### src/rtl/missile_pkg.sv
// Shared types and default constants for the player missile controller.
package missile_pkg;

    typedef enum logic [1:0] {
        ST_IDLE     = 2'd0,
        ST_FLYING   = 2'd1,
        ST_COOLDOWN = 2'd2
    } missile_state_t;

    localparam int          DEF_MISSILE_W       = 4;
    localparam int          DEF_MISSILE_H       = 12;
    localparam int          DEF_SPEED           = 8;
    localparam int          DEF_COOLDOWN_FRAMES = 10;
    localparam int          DEF_PLAYER_W        = 64;
    localparam logic [11:0] DEF_MISSILE_COLOR   = 12'hF00;
    localparam logic [11:0] BLANK_COLOR         = 12'h000;

    // Launch row sits just above the player; clamp at the top of the screen.
    function automatic logic [10:0] launch_y(input logic [10:0] ypos, input int height);
        if (ypos >= 11'(height))
            return ypos - 11'(height);
        else
            return 11'd0;
    endfunction

endpackage

### src/rtl/missile_ctl_frame_tick.sv
// One-cycle frame tick on the rising edge of vertical blanking.
module frame_tick (
    input  logic pclk,
    input  logic rst_n,
    input  logic vblnk,
    output logic tick
);

    logic vblnk_prev_reg;

    always_ff @(posedge pclk or negedge rst_n) begin
        if (!rst_n)
            vblnk_prev_reg <= 1'b0;
        else
            vblnk_prev_reg <= vblnk;
    end

    assign tick = vblnk & ~vblnk_prev_reg;

endmodule

### src/rtl/missile_ctl.sv
// Player missile: launch/fly/cooldown FSM plus a one-cycle video overlay stage.
// Build option: define MISSILE_AUTOFIRE_EN for level-sensitive continuous fire.
module missile_ctl
    import missile_pkg::*;
#(
    parameter int          MISSILE_W       = DEF_MISSILE_W,
    parameter int          MISSILE_H       = DEF_MISSILE_H,
    parameter int          SPEED           = DEF_SPEED,
    parameter int          COOLDOWN_FRAMES = DEF_COOLDOWN_FRAMES,
    parameter int          PLAYER_W        = DEF_PLAYER_W,
    parameter logic [11:0] MISSILE_COLOR   = DEF_MISSILE_COLOR
) (
    input  logic        pclk,
    input  logic        rst_n,
    input  logic        fire,
    input  logic [10:0] xpos_player,
    input  logic [10:0] ypos_player,
    input  logic        hit,
    input  logic [10:0] hcount_in,
    input  logic [10:0] vcount_in,
    input  logic        hsync_in,
    input  logic        vsync_in,
    input  logic        hblnk_in,
    input  logic        vblnk_in,
    input  logic [11:0] rgb_in,
    output logic [10:0] hcount_out,
    output logic [10:0] vcount_out,
    output logic        hsync_out,
    output logic        vsync_out,
    output logic        hblnk_out,
    output logic        vblnk_out,
    output logic [11:0] rgb_out,
    output logic [10:0] xpos_missile,
    output logic [10:0] ypos_missile,
    output logic        on_missle
);

    localparam logic [10:0] X_OFFSET = 11'((PLAYER_W - MISSILE_W) / 2);
    localparam logic [10:0] SPEED_V  = 11'(SPEED);
    localparam logic [7:0]  CD_LAST  = 8'(COOLDOWN_FRAMES - 1);
    localparam logic [11:0] W_EXT    = 12'(MISSILE_W);
    localparam logic [11:0] H_EXT    = 12'(MISSILE_H);

    logic           frame_tick_pulse;
    logic           launch;

    missile_state_t state_reg, state_next;
    logic [7:0]     cnt_reg, cnt_next;
    logic [10:0]    x_reg, x_next;
    logic [10:0]    y_reg, y_next;
    logic           on_reg, on_next;

    logic [10:0]    hcount_reg, vcount_reg;
    logic           hsync_reg, vsync_reg, hblnk_reg, vblnk_reg;
    logic [11:0]    rgb_reg, rgb_next;

    frame_tick u_frame_tick (
        .pclk  (pclk),
        .rst_n (rst_n),
        .vblnk (vblnk_in),
        .tick  (frame_tick_pulse)
    );

`ifdef MISSILE_AUTOFIRE_EN
    // Armed once fire has been seen low after reset, so a button held
    // through reset cannot launch; afterwards fire is purely level-sensitive.
    logic fire_armed_reg;

    always_ff @(posedge pclk or negedge rst_n) begin
        if (!rst_n)
            fire_armed_reg <= 1'b0;
        else
            fire_armed_reg <= fire_armed_reg | ~fire;
    end

    assign launch = fire & fire_armed_reg;
`else
    // Holds "fire was low last cycle"; resetting it to 0 blocks a launch
    // from a level that was already high when reset released.
    logic fire_low_reg;

    always_ff @(posedge pclk or negedge rst_n) begin
        if (!rst_n)
            fire_low_reg <= 1'b0;
        else
            fire_low_reg <= ~fire;
    end

    assign launch = fire & fire_low_reg;
`endif

    always_ff @(posedge pclk or negedge rst_n) begin
        if (!rst_n) begin
            state_reg <= ST_IDLE;
            cnt_reg   <= 8'd0;
            x_reg     <= 11'd0;
            y_reg     <= 11'd0;
            on_reg    <= 1'b0;
        end else begin
            state_reg <= state_next;
            cnt_reg   <= cnt_next;
            x_reg     <= x_next;
            y_reg     <= y_next;
            on_reg    <= on_next;
        end
    end

    always_comb begin
        state_next = state_reg;
        cnt_next   = cnt_reg;
        x_next     = x_reg;
        y_next     = y_reg;
        on_next    = on_reg;
        case (state_reg)
            ST_IDLE: begin
                if (launch) begin
                    x_next     = xpos_player + X_OFFSET;
                    y_next     = launch_y(ypos_player, MISSILE_H);
                    on_next    = 1'b1;
                    state_next = ST_FLYING;
                end
            end
            ST_FLYING: begin
                // A collision outranks movement in the same cycle.
                if (hit) begin
                    on_next    = 1'b0;
                    cnt_next   = 8'd0;
                    state_next = ST_COOLDOWN;
                end else if (frame_tick_pulse) begin
                    if (y_reg >= SPEED_V) begin
                        y_next = y_reg - SPEED_V;
                    end else begin
                        on_next    = 1'b0;
                        cnt_next   = 8'd0;
                        state_next = ST_COOLDOWN;
                    end
                end
            end
            ST_COOLDOWN: begin
                if (frame_tick_pulse) begin
                    if (cnt_reg == CD_LAST) begin
                        cnt_next   = 8'd0;
                        state_next = ST_IDLE;
                    end else begin
                        cnt_next = cnt_reg + 8'd1;
                    end
                end
            end
            default: begin
                state_next = ST_IDLE;
                on_next    = 1'b0;
            end
        endcase
    end

    // Region bounds are widened to 12 bits so x+W and y+H cannot wrap.
    logic [11:0] x_end, y_end;
    logic        in_x, in_y;

    always_comb begin
        x_end    = {1'b0, x_reg} + W_EXT;
        y_end    = {1'b0, y_reg} + H_EXT;
        in_x     = (hcount_in >= x_reg) && ({1'b0, hcount_in} < x_end);
        in_y     = (vcount_in >= y_reg) && ({1'b0, vcount_in} < y_end);
        rgb_next = rgb_in;
        if (hblnk_in || vblnk_in)
            rgb_next = BLANK_COLOR;
        else if (on_reg && in_x && in_y)
            rgb_next = MISSILE_COLOR;
    end

    always_ff @(posedge pclk or negedge rst_n) begin
        if (!rst_n) begin
            hcount_reg <= 11'd0;
            vcount_reg <= 11'd0;
            hsync_reg  <= 1'b0;
            vsync_reg  <= 1'b0;
            hblnk_reg  <= 1'b0;
            vblnk_reg  <= 1'b0;
            rgb_reg    <= 12'd0;
        end else begin
            hcount_reg <= hcount_in;
            vcount_reg <= vcount_in;
            hsync_reg  <= hsync_in;
            vsync_reg  <= vsync_in;
            hblnk_reg  <= hblnk_in;
            vblnk_reg  <= vblnk_in;
            rgb_reg    <= rgb_next;
        end
    end

    assign hcount_out   = hcount_reg;
    assign vcount_out   = vcount_reg;
    assign hsync_out    = hsync_reg;
    assign vsync_out    = vsync_reg;
    assign hblnk_out    = hblnk_reg;
    assign vblnk_out    = vblnk_reg;
    assign rgb_out      = rgb_reg;
    assign xpos_missile = x_reg;
    assign ypos_missile = y_reg;
    assign on_missle    = on_reg;

endmodule

### config.mk
export PLATFORM = sky130hd
export DESIGN_NAME = missile_ctl
export DESIGN_NICKNAME = d
export VERILOG_FILES = /design/src/rtl/missile_pkg.sv /design/src/rtl/missile_ctl_frame_tick.sv /design/src/rtl/missile_ctl.sv
export SDC_FILE = /design/constraint.sdc
export NUM_CORES = 1
export LEC_CHECK = 0
export BUFFER_PORTS_ARGS = -buffer_cell sky130_fd_sc_hd__buf_4
export CORE_ASPECT_RATIO = 0.7
export CORE_MARGIN = 2
export CORE_UTILIZATION = 49
export CTS_BUF_LIST = sky130_fd_sc_hd__clkbuf_8
export DETAILED_ROUTE_END_ITERATION = 7
export GPL_TIMING_DRIVEN = 0
export PLACE_DENSITY_LB_ADDON = 0.08
export SYNTH_ARGS = -nofsm -noshare
export SYNTH_HDL_FRONTEND = slang
export SYNTH_SLANG_ARGS = --single-unit
### constraint.sdc
create_clock -name pclk -period 2.6 [get_ports pclk]
set_input_delay 0.39 -clock pclk [delete_from_list [all_inputs] [get_ports pclk]]
set_output_delay 0.39 -clock pclk [all_outputs]
set_load 0.05 [all_outputs]
[Word level (Yosys, flattened, before mapping)]
Cells that the tools add are included.
Word-level totals
  bits in registers: 72
  output and inout port bits: 61
  word-level logic and storage cells: 80
Operators by class
  add/sub/neg operators: 6
  order comparisons: 6
  eq/ne operators: 11
  muxes and demuxes: 26
  bitwise gates (word level): 5
  reductions and logical operators: 13
Operators by type and width (count)
  $mux W11: 5
  $mux W8: 5
  $lt A11 B12 Y1: 2
  $mux W12: 2
  $ge A11 B11 Y1: 2
  $ge A11 B4 Y1 const B: 2
  $pmux W11 S2: 1
  $sub A11 B4 Y11 const B: 2
  $pmux W8 S2: 1
  $add A11 B3 Y12 const B: 1
  $add A11 B4 Y12 const B: 1
  $mux W2: 6
  $ne A2 B2 Y1 const B: 6
  $add A11 B5 Y11 const B: 1
  $reduce_and A5 Y1: 2
  $add A8 B1 Y8 const B: 1
  $eq A8 B4 Y1 const B: 1
  $reduce_and A4 Y1: 2
  $ne A3 B3 Y1 const B: 2
  $pmux W2 S3: 1
  $logic_and A1 B1 Y1: 4
  $mux W1: 4
  $reduce_bool A2 Y1: 2
  $not A1 Y1: 3
  other kinds (7): 8

[Depth between registers and ports, before layout]
Gate-level depths: netlist (run 1).
  word-level depth: 7
  gate-level depth with buffers: 12
  mapped depth without buffers: 11

[By module]
Synthesis (run 1) repeated with hierarchy kept, for this count alone.
Unflattened totals
  cell total of the unflattened synthesis: 434
  area, all modules: 4211.5 µm²
By module, submodules not included
  missile_ctl: times used 1, cells an instance 432, area each 4172.8 µm², seq. area each 1801.7 µm²
  frame_tick: times used 1, cells an instance 2, area each 38.8 µm², seq. area each 25.0 µm²

[Least setup slack after synthesis (run 1)]
OpenSTA, ideal clock, no wires.
  path kind: register -> register
  from: reg y_reg[3], in the netlist ypos_missile[3]
  to: reg rgb_reg[0], in the netlist rgb_out[0]
  arrival: 2.815 ns
  setup slack: -0.344 ns
  stages on the path, launching flop included: 13
  cells stage by stage: dfrtp_1 -> inv_1 -> ha_1 -> a21oi_1 -> xnor2_1 -> ha_1 -> a21o_1 -> a21o_1 -> a21o_1 -> o2111ai_1 -> and4_1 -> buf_6 -> a21oi_1
On the way
  cells in the longest elaborated chain, start to end: 6
RTL lines
  from (decl): RTL line missile_ctl.sv:50  | logic [10:0] y_reg, y_next;
  from (signal assigned): RTL line missile_ctl.sv:103  | y_reg <= y_next;
  $add A11 B4 Y12: RTL line missile_ctl.sv:162  | y_end = {1'b0, y_reg} + H_EXT;
  $lt A11 B12 Y1: RTL line missile_ctl.sv:164  | in_y = (vcount_in >= y_reg) && ({1'b0, vcount_in} < y_end);
  $logic_and A1 B1 Y1 (*): RTL line missile_ctl.sv:164
  $logic_and A1 B1 Y1 (*): RTL line missile_ctl.sv:168  | else if (on_reg && in_x && in_y)
  $mux W12 (*): RTL line missile_ctl.sv:168
  $mux W12 (*): RTL line missile_ctl.sv:166  | if (hblnk_in || vblnk_in)
  via rgb_next[0]: RTL line missile_ctl.sv:55  | logic [11:0] rgb_reg, rgb_next;
  to (signal assigned): RTL line missile_ctl.sv:188  | rgb_reg <= rgb_next;
  to (decl): RTL line missile_ctl.sv:55
Mark *: on every way through the listed nets, which the timed path passes. The rest lies on a longest branch.
A chain may end at the register's enable or synchronous reset.

[Worst setup path in the final report (run 1)]
  from: reg y_reg[3], in the netlist ypos_missile[3]
  to: reg rgb_reg[7], in the netlist rgb_out[7]
Same word-level chain as after synthesis.

==> results of run 1 <==
-- stage by stage --
stage	power, µW	area, µm²	util [%]	worst slack (ps)
final	6044	5683	67.59	4.119
after global routing	6460	5683	67.59	-109.7
after CTS	6016	5650	67.20	-6.069
after detailed placement	4739	5345	63.57	-82.58
after global placement	4645	5345	63.57	-60.39
after floorplan	3772	4283	-	10.24
-- routing by layer --
metal  GRT usage, %  wire length (µm)
met3          7.380               701
met4          6.145                85
met1          32.48              5232
met5              0                 0
met2          34.88              4599
-- synth_stat cells, drive strengths merged, types with 3 or more instances --
master | count | share of area (%)
a21o | 11 | 2.0
a21oi | 24 | 2.8
a22o | 7 | 1.4
and3 | 7 | 1.0
clkbuf | 10 | 0.89
dfrtp | 72 | 43
ha | 50 | 15
inv | 32 | 2.8
nand2 | 43 | 3.8
nand2b | 7 | 1.0
nand3 | 7 | 0.83
nand4 | 9 | 1.3
nor2 | 32 | 2.8
nor2b | 5 | 0.74
nor3 | 12 | 1.4
nor4 | 3 | 0.59
o2111ai | 4 | 0.83
o21ai | 39 | 4.6
o22ai | 3 | 0.44
or3 | 3 | 0.44
xnor2 | 21 | 4.3
xor2 | 7 | 1.4
-- layout make-up --
type                            count  share of cell area [%]
Clock inverter                      6                   2.312
Multi-Input combinational cell    325                   40.84
Inverter                           32                   2.202
Clock buffer                       10                   2.422
Timing Repair Buffer              131                   17.31
Buffer                             10                  0.7926
Sequential cell                    72                   31.81
Tap cell                          105                   2.312
-- worst max-delay path, delay by kind of cell (launching register included) --
kind / cells / cell delay [ps]
AND/OR/NAND/NOR: 5 / 980
adder cells (fa/ha/maj): 2 / 410
flip-flops: 1 / 410
AO/OA/AOI/OAI: 2 / 250
buffers and inverters: 2 / 210
XOR/XNOR: 1 / 190
-- power groups by stage --
stage                     Sequential, µW  Clock, µW  Combinational (µW)
after floorplan                     2330          0                1440
after global placement              1670          0                2980
after detailed placement            1680          0                3060
after CTS                           1640       1220                3150
after global routing                1700       1260                3500
final                               1660       1190                3190
-- cell families after synthesis --
family | share of synthesized area (%)
mux | 0.2663
compound gates | 16.69
flops | 42.60
simple gates | 15.77
buf+inv | 4.083
fa+ha+maj | 14.79
xor+xnor | 5.799
-- final timing paths --
path,slack (ps),endpoint,cells past startpoint
setup / recovery,4,rgb_out[7],12
hold / removal,130,hsync_out,1
setup reg to reg,4,rgb_out[7],12
hold reg to reg,490,cnt_reg[7],1
max in group asynchronous,1810,xpos_missile[2],1
min in group asynchronous,150,hcount_out[7],1
-- timing repair --
action / 4_1_cts / 5_1_grt
buffers inserted: 3 / 4
endpoints found under the setup margin: 12 / 12
gates resized for setup: 4 / 5
pin swaps: 4 / 8
==> results.json, run 1 <==
{
  "fmax_ghz": 0.3852,
  "layout-drive-gt1-share_pct": 28.50,
  "fin_tns_setup_ps": 0,
  "rows": 28,
  "die_w_um": 115.0,
  "grt_max_degree": 73,
  "powerDensity_mw_per_mm2": 1063,
  "initial_core_util_pct": 50.30,
  "htreeDepth": 3,
  "gp_congestion": 0.8566,
  "clkSlewWorstSetupHoldPaths_ps": 70,
  "cpPeakStageDelay_ps": 410,
  "vias": 3700,
  "synth_area_mm2": 0.004229,
  "seqPwrFrac_pct": 27.5,
  "numCtsBuffers": 9,
  "clkLatencyLatePin_ps": 360,
  "leakage_uw": 0.002761,
  "async_flop_share_pct": 100.0,
  "cts_tree": "yes",
  "worstPathCellList": "inv_4, ha_4, or3_4, nor2_4, nand4_1, xnor2_1, ha_1, nor2b_4, a2bb2oi_2, and4_1, buf_6, a21oi_1",
  "final.min_clock_period_ps": 2596,
  "critPathLaunchType": "flip-flop",
  "cts_num_sinks": 72,
  "drt-total-wl_um": 10620,
  "min_from": "hsync_in",
  "register_area_mm2": 0.001808,
  "p_comb_share_pct": 52.8,
  "cts_hold_buf": 0,
  "drtPass1Iterations": 4,
  "tightest_slew_ps": 900.8,
  "drv_cap": 0,
  "syn_nets": 555,
  "io_pins": 125,
  "die-area_mm2": 0.009402,
  "layout.cells.most_common": "buf_4",
  "port_buffers": 124,
  "r2r_start": "ypos_missile[3]",
  "fin_cells": 691,
  "largest_reg_flops": 12,
  "max_slew_margin_pct": 39.95,
  "hold_slack_ps": 134.8,
  "syn_inst": 441,
  "cp_max_fo": 8,
  "ys_ff_latch": 72,
  "dpl.hpwl_um": 8191,
  "hold_viol": 0,
  "startpoint": "ypos_missile[3]",
  "globalRouteOverflowTotal": 0,
  "drc": 0,
  "arrival_ps": 2840,
  "clock_power_share_pct": 19.7,
  "hold_class": "in2reg",
  "areaGrowthSynthToFinish_pct": 34.38,
  "p_switching_uw": 2708,
  "ant_nets": 0,
  "worst_clock_skew_ps": 7.236,
  "grt_use_total_pct": 23.20,
  "swShare_pct": 44.81,
  "final.period_utilization_pct": 99.84,
  "first_iter_violations": 200,
  "layout_common_cells": "buf_4, dfrtp_1, ha_1, nand2_1, o21ai_0",
  "ys_warn_count": 0,
  "ys_types": 51,
  "syn_avg_cell_area_um2": 9.590,
  "multiInputGateArea_mm2": 0.002321,
  "viasPerCell": 5.355,
  "core-area_mm2": 0.008408,
  "intPower_uw": 3335,
  "layout.nets": 695,
  "slew_viol_final": 0,
  "crit_path_end_kind": "flip-flop",
  "grt_first_pass_wirelength_um": 16680,
  "antenna_found_initial": 0,
  "status": "complete, no violations",
  "wl_per_cell_um": 15.37,
  "synth_edf_count": 0,
  "grt_pass1_vias": 3397,
  "ir_worst_vdd_v": 0.0006619,
  "cts_buffer_depth": 2,
  "cpMaxStageDelayCell": "dfrtp_2",
  "n_fill_cell": 671,
  "numPlacedInstances": 670,
  "crit_required_ps": 2840,
  "ctsRootBufferMaster": "clkbuf_8",
  "synth-main-ff-cell": "dfrtp_1",
  "critPathKind": "reg2reg",
  "diodes": 0,
  "setup_violations": 0,
  "rsz0062_at_grt": "yes",
  "dieHeight_um": 81.73,
  "ys_seq_area_share_pct": 42.60
}
Power figures use the tool's default switching activity.
==> inputs of run 2 (changes only) <==
--- a/config.mk
+++ b/config.mk
@@ -6,4 +6,5 @@
 export NUM_CORES = 1
 export LEC_CHECK = 0
+export ABC_AREA = 1
 export BUFFER_PORTS_ARGS = -buffer_cell sky130_fd_sc_hd__buf_4
 export CORE_ASPECT_RATIO = 0.7
==> constraint.sdc (replaced) <==
create_clock -name pclk -period 2.6 [get_ports pclk]
set_input_delay 0.13 -clock pclk [delete_from_list [all_inputs] [get_ports pclk]]
set_output_delay 0.13 -clock pclk [all_outputs]
set_load 0.05 [all_outputs]
==> results.json, run 2 <==
{
  "status": "complete, no violations",
  "ctsRootBufferMaster": "clkbuf_8",
  "cpPeakStageDelay_ps": 470,
  "layout-drive-gt1-share_pct": 26.45,
  "io_pins": 125,
  "cts_buffer_depth": 2,
  "ys_types": 39,
  "numCtsBuffers": 9,
  "ir_worst_vdd_v": 0.0007536,
  "dpl.hpwl_um": 8720,
  "min_from": "ypos_player[1]",
  "die-area_mm2": 0.01008,
  "cts_num_sinks": 72,
  "swShare_pct": 49.04,
  "rows": 29,
  "ant_nets": 0,
  "p_switching_uw": 2949,
  "r2r_start": "ypos_missile[3]",
  "ys_ff_latch": 72,
  "r2r_cells": 16,
  "final.period_utilization_pct": 97.48,
  "leakage_uw": 0.003298,
  "grt_first_pass_wirelength_um": 18910,
  "synth_xor_area_share_pct": 3.850,
  "synth_compound_area_share_pct": 10.42,
  "yosysMostFrequentCell": "nand2_1",
  "largest_reg_flops": 12,
  "cts_tree": "yes",
  "diodes": 0,
  "p_comb_share_pct": 57.4,
  "syn_inst": 575,
  "tightest_slew_ps": 913.3,
  "fin_ws_ps": 65.64,
  "rsz0062_at_grt": "yes",
  "layout_common_cells": "nand2_1, buf_4, inv_1, dfrtp_1, nor2_1",
  "synth_mux_area_share_pct": 0,
  "gp_congestion": 0.8611,
  "intPower_uw": 3064,
  "syn_nets": 689,
  "placed_area_mm2": 0.005644,
  "port_buffers": 124,
  "n_fill_cell": 749,
  "dieHeight_um": 84.62,
  "fin_cells": 884,
  "ys_top_cells_by_area": "dfrtp_1, ha_1, nand2_1, inv_1, nor2_1",
  "grt_pass1_vias": 3963,
  "max_slew_margin_pct": 39.11,
  "synthAdderAreaFrac_pct": 13.75,
  "layout.nets": 869,
  "crit_path_end_kind": "flip-flop",
  "slew_viol_final": 0,
  "vias": 4318,
  "die_w_um": 119.2,
  "globalRouteOverflowTotal": 0,
  "setup_violations": 0,
  "clkLatencyLatePin_ps": 360,
  "crit_required_ps": 2820,
  "critPathLaunchType": "flip-flop",
  "layout.cells.most_common": "nand2_1",
  "crit_family": "compound AO/OA/AOI/OAI gates",
  "core-area_mm2": 0.009035,
  "cp.depth": 16,
  "ys_seq_area_share_pct": 39.60,
  "async_flop_share_pct": 100.0,
  "multiInputGateArea_mm2": 0.002469,
  "hold_class": "in2reg",
  "synth_area_mm2": 0.004549,
  "drtPass1Iterations": 4,
  "wl_per_cell_um": 13.38,
  "synth-main-ff-cell": "dfrtp_1",
  "areaGrowthSynthToFinish_pct": 40.29,
  "drv_cap": 0,
  "ys_warn_count": 0,
  "powerDensity_mw_per_mm2": 942.1,
  "seqPwrFrac_pct": 27.4,
  "worstPathCellList": "inv_4, ha_4, a21o_1, nand3_2, xor2_2, ha_1, a21oi_2, o21a_1, nand2_2, nand2_2, nand2_2, inv_2, nand3_4, buf_6, nand2_2, nor2_1",
  "antenna_found_initial": 0,
  "arrival_ps": 2760,
  "synthSimpleGateAreaFrac_pct": 24.20,
  "crit_top_cell": "nand2_2",
  "cpMaxStageDelayCell": "dfrtp_2",
  "grt_max_degree": 73,
  "dp_slack_ps": -35.39,
  "viasPerCell": 4.885,
  "r2r_end": "rgb_out[6]",
  "synth_area_leader_cell": "dfrtp_1",
  "numPlacedInstances": 823,
  "cp_max_fo": 6,
  "fin_area_mm2": 0.006382,
  "final.min_clock_period_ps": 2534,
  "cp_num_buf_inv": 3,
  "post-synth-top-area-fraction_pct": 39.60,
  "htreeDepth": 3,
  "grt_use_total_pct": 23.81,
  "r2r_slack_ps": 70,
  "drt-total-wl_um": 11830,
  "hold_viol": 0,
  "synth_common_cells": "nand2_1, inv_1, dfrtp_1, nor2_1, ha_1",
  "worst_clock_skew_ps": 6.609,
  "synth_edf_count": 0,
  "synth_top_family_by_area": "simple AND/OR/NAND/NOR gates",
  "clock_power_share_pct": 15.2,
  "register_area_mm2": 0.001805,
  "syn_avg_cell_area_um2": 7.912,
  "initial_core_util_pct": 50.35,
  "first_iter_violations": 228,
  "hold_depth": 3,
  "drc": 0,
  "min_to": "ypos_missile[1]",
  "clkSlewWorstSetupHoldPaths_ps": 80,
  "critPathKind": "reg2reg",
  "fmax_ghz": 0.3946
}
-- run 2: cell type report --
class                   instances  area share [%]
well taps                     124           2.431
clock inverters                 6           1.059
inverters                      84           5.019
repair buffers                169           21.53
clock buffers                  10           2.156
plain buffers                   8          0.8430
multi-input cells             411           38.68
flip-flops and latches         72           28.29
-- run 2: cell families after synthesis --
| family | Yosys count |
|---|---|
| flops | 72 |
| buf+inv | 92 |
| fa+ha+maj | 50 |
| xor+xnor | 20 |
| simple gates | 259 |
| compound gates | 82 |
-- run 2: routing by layer --
layer	vias to the layer above	global-route usage (%)	share of wire (%)
met1	1960	34.23	48
met3	17	5.842	7.3
met5	-	0	0
met2	144	35.42	43
li1	2197	-	-
met4	0	7.684	1.6
-- run 2: worst reg2reg max path: stages (launching register included) --
cell	delay, ps
dfrtp_2	470
inv_4	120
ha_4	130
a21o_1	200
nand3_2	110
xor2_2	170
ha_1	340
a21oi_2	140
o21a_1	140
nand2_2	70
nand2_2	70
nand2_2	50
inv_2	60
nand3_4	100
buf_6	160
nand2_2	50
nor2_1	30
-- run 2: what timing repair did --
action                                  CTS  global route
hold buffers                             38             1
buffers inserted                          0             5
gates resized for setup                   0            28
cloned                                    0             1
pin swaps                                 1             9
endpoints found under the hold margin   109             1
endpoints found under the setup margin    7            12
-- run 2: how the worst max path moves through the flow --
stage | startpoint | endpoint
6_report | ypos_missile[3] | rgb_out[6]
5_1_grt | ypos_missile[3] | rgb_out[6]
4_1_cts | ypos_missile[3] | rgb_out[2]
3_5_place_dp | ypos_missile[3] | rgb_out[3]
3_3_place_gp | ypos_missile[3] | rgb_out[6]
2_1_floorplan | ypos_missile[2] | rgb_out[2]
-- run 2: stage by stage --
step | hold slack, ps | TNS (ps) | utilization, % | total power, µW
detailed placement | 241.7 | -185.5 | 62.47 | 4857
global route | 10.35 | -281.0 | 70.64 | 6493
CTS | 1.080 | 0 | 68.95 | 5845
finish | 26.39 | 0 | 70.64 | 6013
floorplan | -165.6 | 0 | - | 3927
global placement | 241.8 | 0 | 62.47 | 4786
-- run 2: power groups by stage --
stage | clock network, µW | logic (µW) | registers, µW
global route | 985 | 3820 | 1690
finish | 912 | 3450 | 1650
global placement | 0 | 3140 | 1640
floorplan | 0 | 1620 | 2310
detailed placement | 0 | 3200 | 1650
CTS | 940 | 3270 | 1630
==> inputs of run 3 (changes only) <==
Settings changed: CORE_UTILIZATION 49 to 48, CTS_BUF_LIST sky130_fd_sc_hd__clkbuf_8 to not set.
==> results.json, run 3 (synthesis results as in run 2) <==
{
  "status": "complete, no violations",
  "crit_path_end_kind": "flip-flop",
  "dieHeight_um": 85.45,
  "areaGrowthSynthToFinish_pct": 41.94,
  "min_from": "rgb_in[1]",
  "wl_per_cell_um": 13.81,
  "layout_common_cells": "nand2_1, buf_4, inv_1, dfrtp_1, nor2_1",
  "drtPass1Iterations": 5,
  "intPower_uw": 3518,
  "die_w_um": 120.4,
  "drc": 0,
  "layout.cells.most_common": "nand2_1",
  "r2r_end": "rgb_out[2]",
  "htreeDepth": 3,
  "cts_num_sinks": 72,
  "critPathKind": "reg2reg",
  "cp_max_fo": 5,
  "layout-drive-gt1-share_pct": 27.37,
  "seqPwrFrac_pct": 25.2,
  "first_iter_violations": 190,
  "ant_nets": 0,
  "fin_tns_setup_ps": 0,
  "io_pins": 125,
  "rows": 29,
  "antenna_found_initial": 0,
  "slew_viol_final": 0,
  "min_to": "rgb_out[1]",
  "hold_viol": 0,
  "crit_required_ps": 2800,
  "hold_class": "in2reg",
  "grt_first_pass_wirelength_um": 19350,
  "cts_tree": "yes",
  "diodes": 0,
  "swShare_pct": 46.17,
  "leakage_uw": 0.003357,
  "ctsRootBufferMaster": "clkbuf_16",
  "initial_core_util_pct": 49.75,
  "dpl.hpwl_um": 9000,
  "dp_slack_ps": -43.02,
  "setup_violations": 0,
  "tightest_slew_ps": 930.7,
  "ir_worst_vdd_v": 0.001001,
  "r2r_slack_ps": 130,
  "r2r_start": "ypos_missile[3]",
  "p_switching_uw": 3017,
  "clkSlewWorstSetupHoldPaths_ps": 60,
  "hold_depth": 3,
  "grt_use_total_pct": 23.97,
  "port_buffers": 124,
  "vias": 4390,
  "core-area_mm2": 0.009144,
  "p_comb_share_pct": 54.6,
  "max_slew_margin_pct": 37.95,
  "fin_ws_ps": 126.5,
  "viasPerCell": 4.966,
  "final.min_clock_period_ps": 2474,
  "clock_power_share_pct": 20.2,
  "worst_clock_skew_ps": 7.267,
  "clkLatencyLatePin_ps": 340,
  "die-area_mm2": 0.01028,
  "gp_congestion": 0.8512,
  "arrival_ps": 2670,
  "critPathLaunchType": "flip-flop",
  "largest_reg_flops": 12,
  "cts_buffer_depth": 2,
  "globalRouteOverflowTotal": 0,
  "r2r_cells": 16,
  "final.period_utilization_pct": 95.14,
  "numCtsBuffers": 9,
  "grt_max_degree": 73,
  "powerDensity_mw_per_mm2": 1012,
  "grt_pass1_vias": 4088,
  "fmax_ghz": 0.4043,
  "utilization_pct": 70.62,
  "drv_cap": 0,
  "layout.nets": 870,
  "drt-total-wl_um": 12210
}
[run 3: cell count changes in the layout (fill, tap and decap cells not counted), moves of 6 or more]
cell and change:
dlygate4sd3_1 -10, buf_4 +11, nand2_2 -6, clkbuf_8 -10, nand2_1 +6, clkbuf_16 +9
[run 3: timing repair]
action	CTS	global route
cloned	0	1
endpoints found under the setup margin	6	12
resized for setup	1	25
pin swaps	2	9
setup buffers	2	14
endpoints found under the hold margin	100	0
hold buffers	29	0
[run 3: power by group through the flow]
stage	sequential, µW	clock [µW]	combinational [µW]
4_1_cts	1640	1340	3280
3_5_place_dp	1650	0	3220
3_3_place_gp	1640	0	3140
2_1_floorplan	2310	0	1620
5_1_grt	1680	1380	3950
6_report	1650	1320	3570
[run 3: through the flow]
stage	std cells	area [µm²]	hold WS [ps]	total power, µW
floorplan	575	4558	-165.6	3927
global placement	823	5644	240.9	4784
detailed placement	823	5644	241.4	4870
CTS	869	6264	16.33	6256
global route	884	6457	21.64	7011
finish	884	6457	27.00	6535
[run 3: final cells by class]
class | count | area [µm²]
flip-flops and latches | 72 | 1805
plain buffers | 8 | 53.80
multi-input cells | 411 | 2452
fillers | 765 | 2686
clock buffers | 10 | 229.0
clock inverters | 5 | 82.58
well taps | 124 | 155.1
repair buffers | 170 | 1356
inverters | 84 | 322.8
[run 3: critical path, stage by stage, from the launching register on]
cell     delay [ps]
dfrtp_2         450
buf_4           150
ha_2            160
a21o_1          210
nand3_2          80
xor2_1          170
ha_1            270
a21oi_2         120
o21a_1          130
nand2_2          50
nand2_1          60
nand2_1          60
inv_2            60
nand3_4         100
buf_6           150
nand2_1          60
nor2_1           40
[run 3: worst max-delay path by stage]
stage	startpoint	to	slack (ps)
finish	ypos_missile[3]	rgb_out[2]	130
global route	ypos_missile[3]	rgb_out[2]	-20
CTS	ypos_missile[3]	rgb_out[3]	30
detailed placement	ypos_missile[2]	rgb_out[3]	-40
global placement	ypos_missile[2]	rgb_out[6]	-2
floorplan	ypos_missile[2]	rgb_out[2]	8
[run 3: per-layer routing]
layer  GRT usage (%)  routed length, µm
met2           36.93               5462
met5               0                  0
met1           33.75               5839
met4           7.082                144
met3           5.712                762
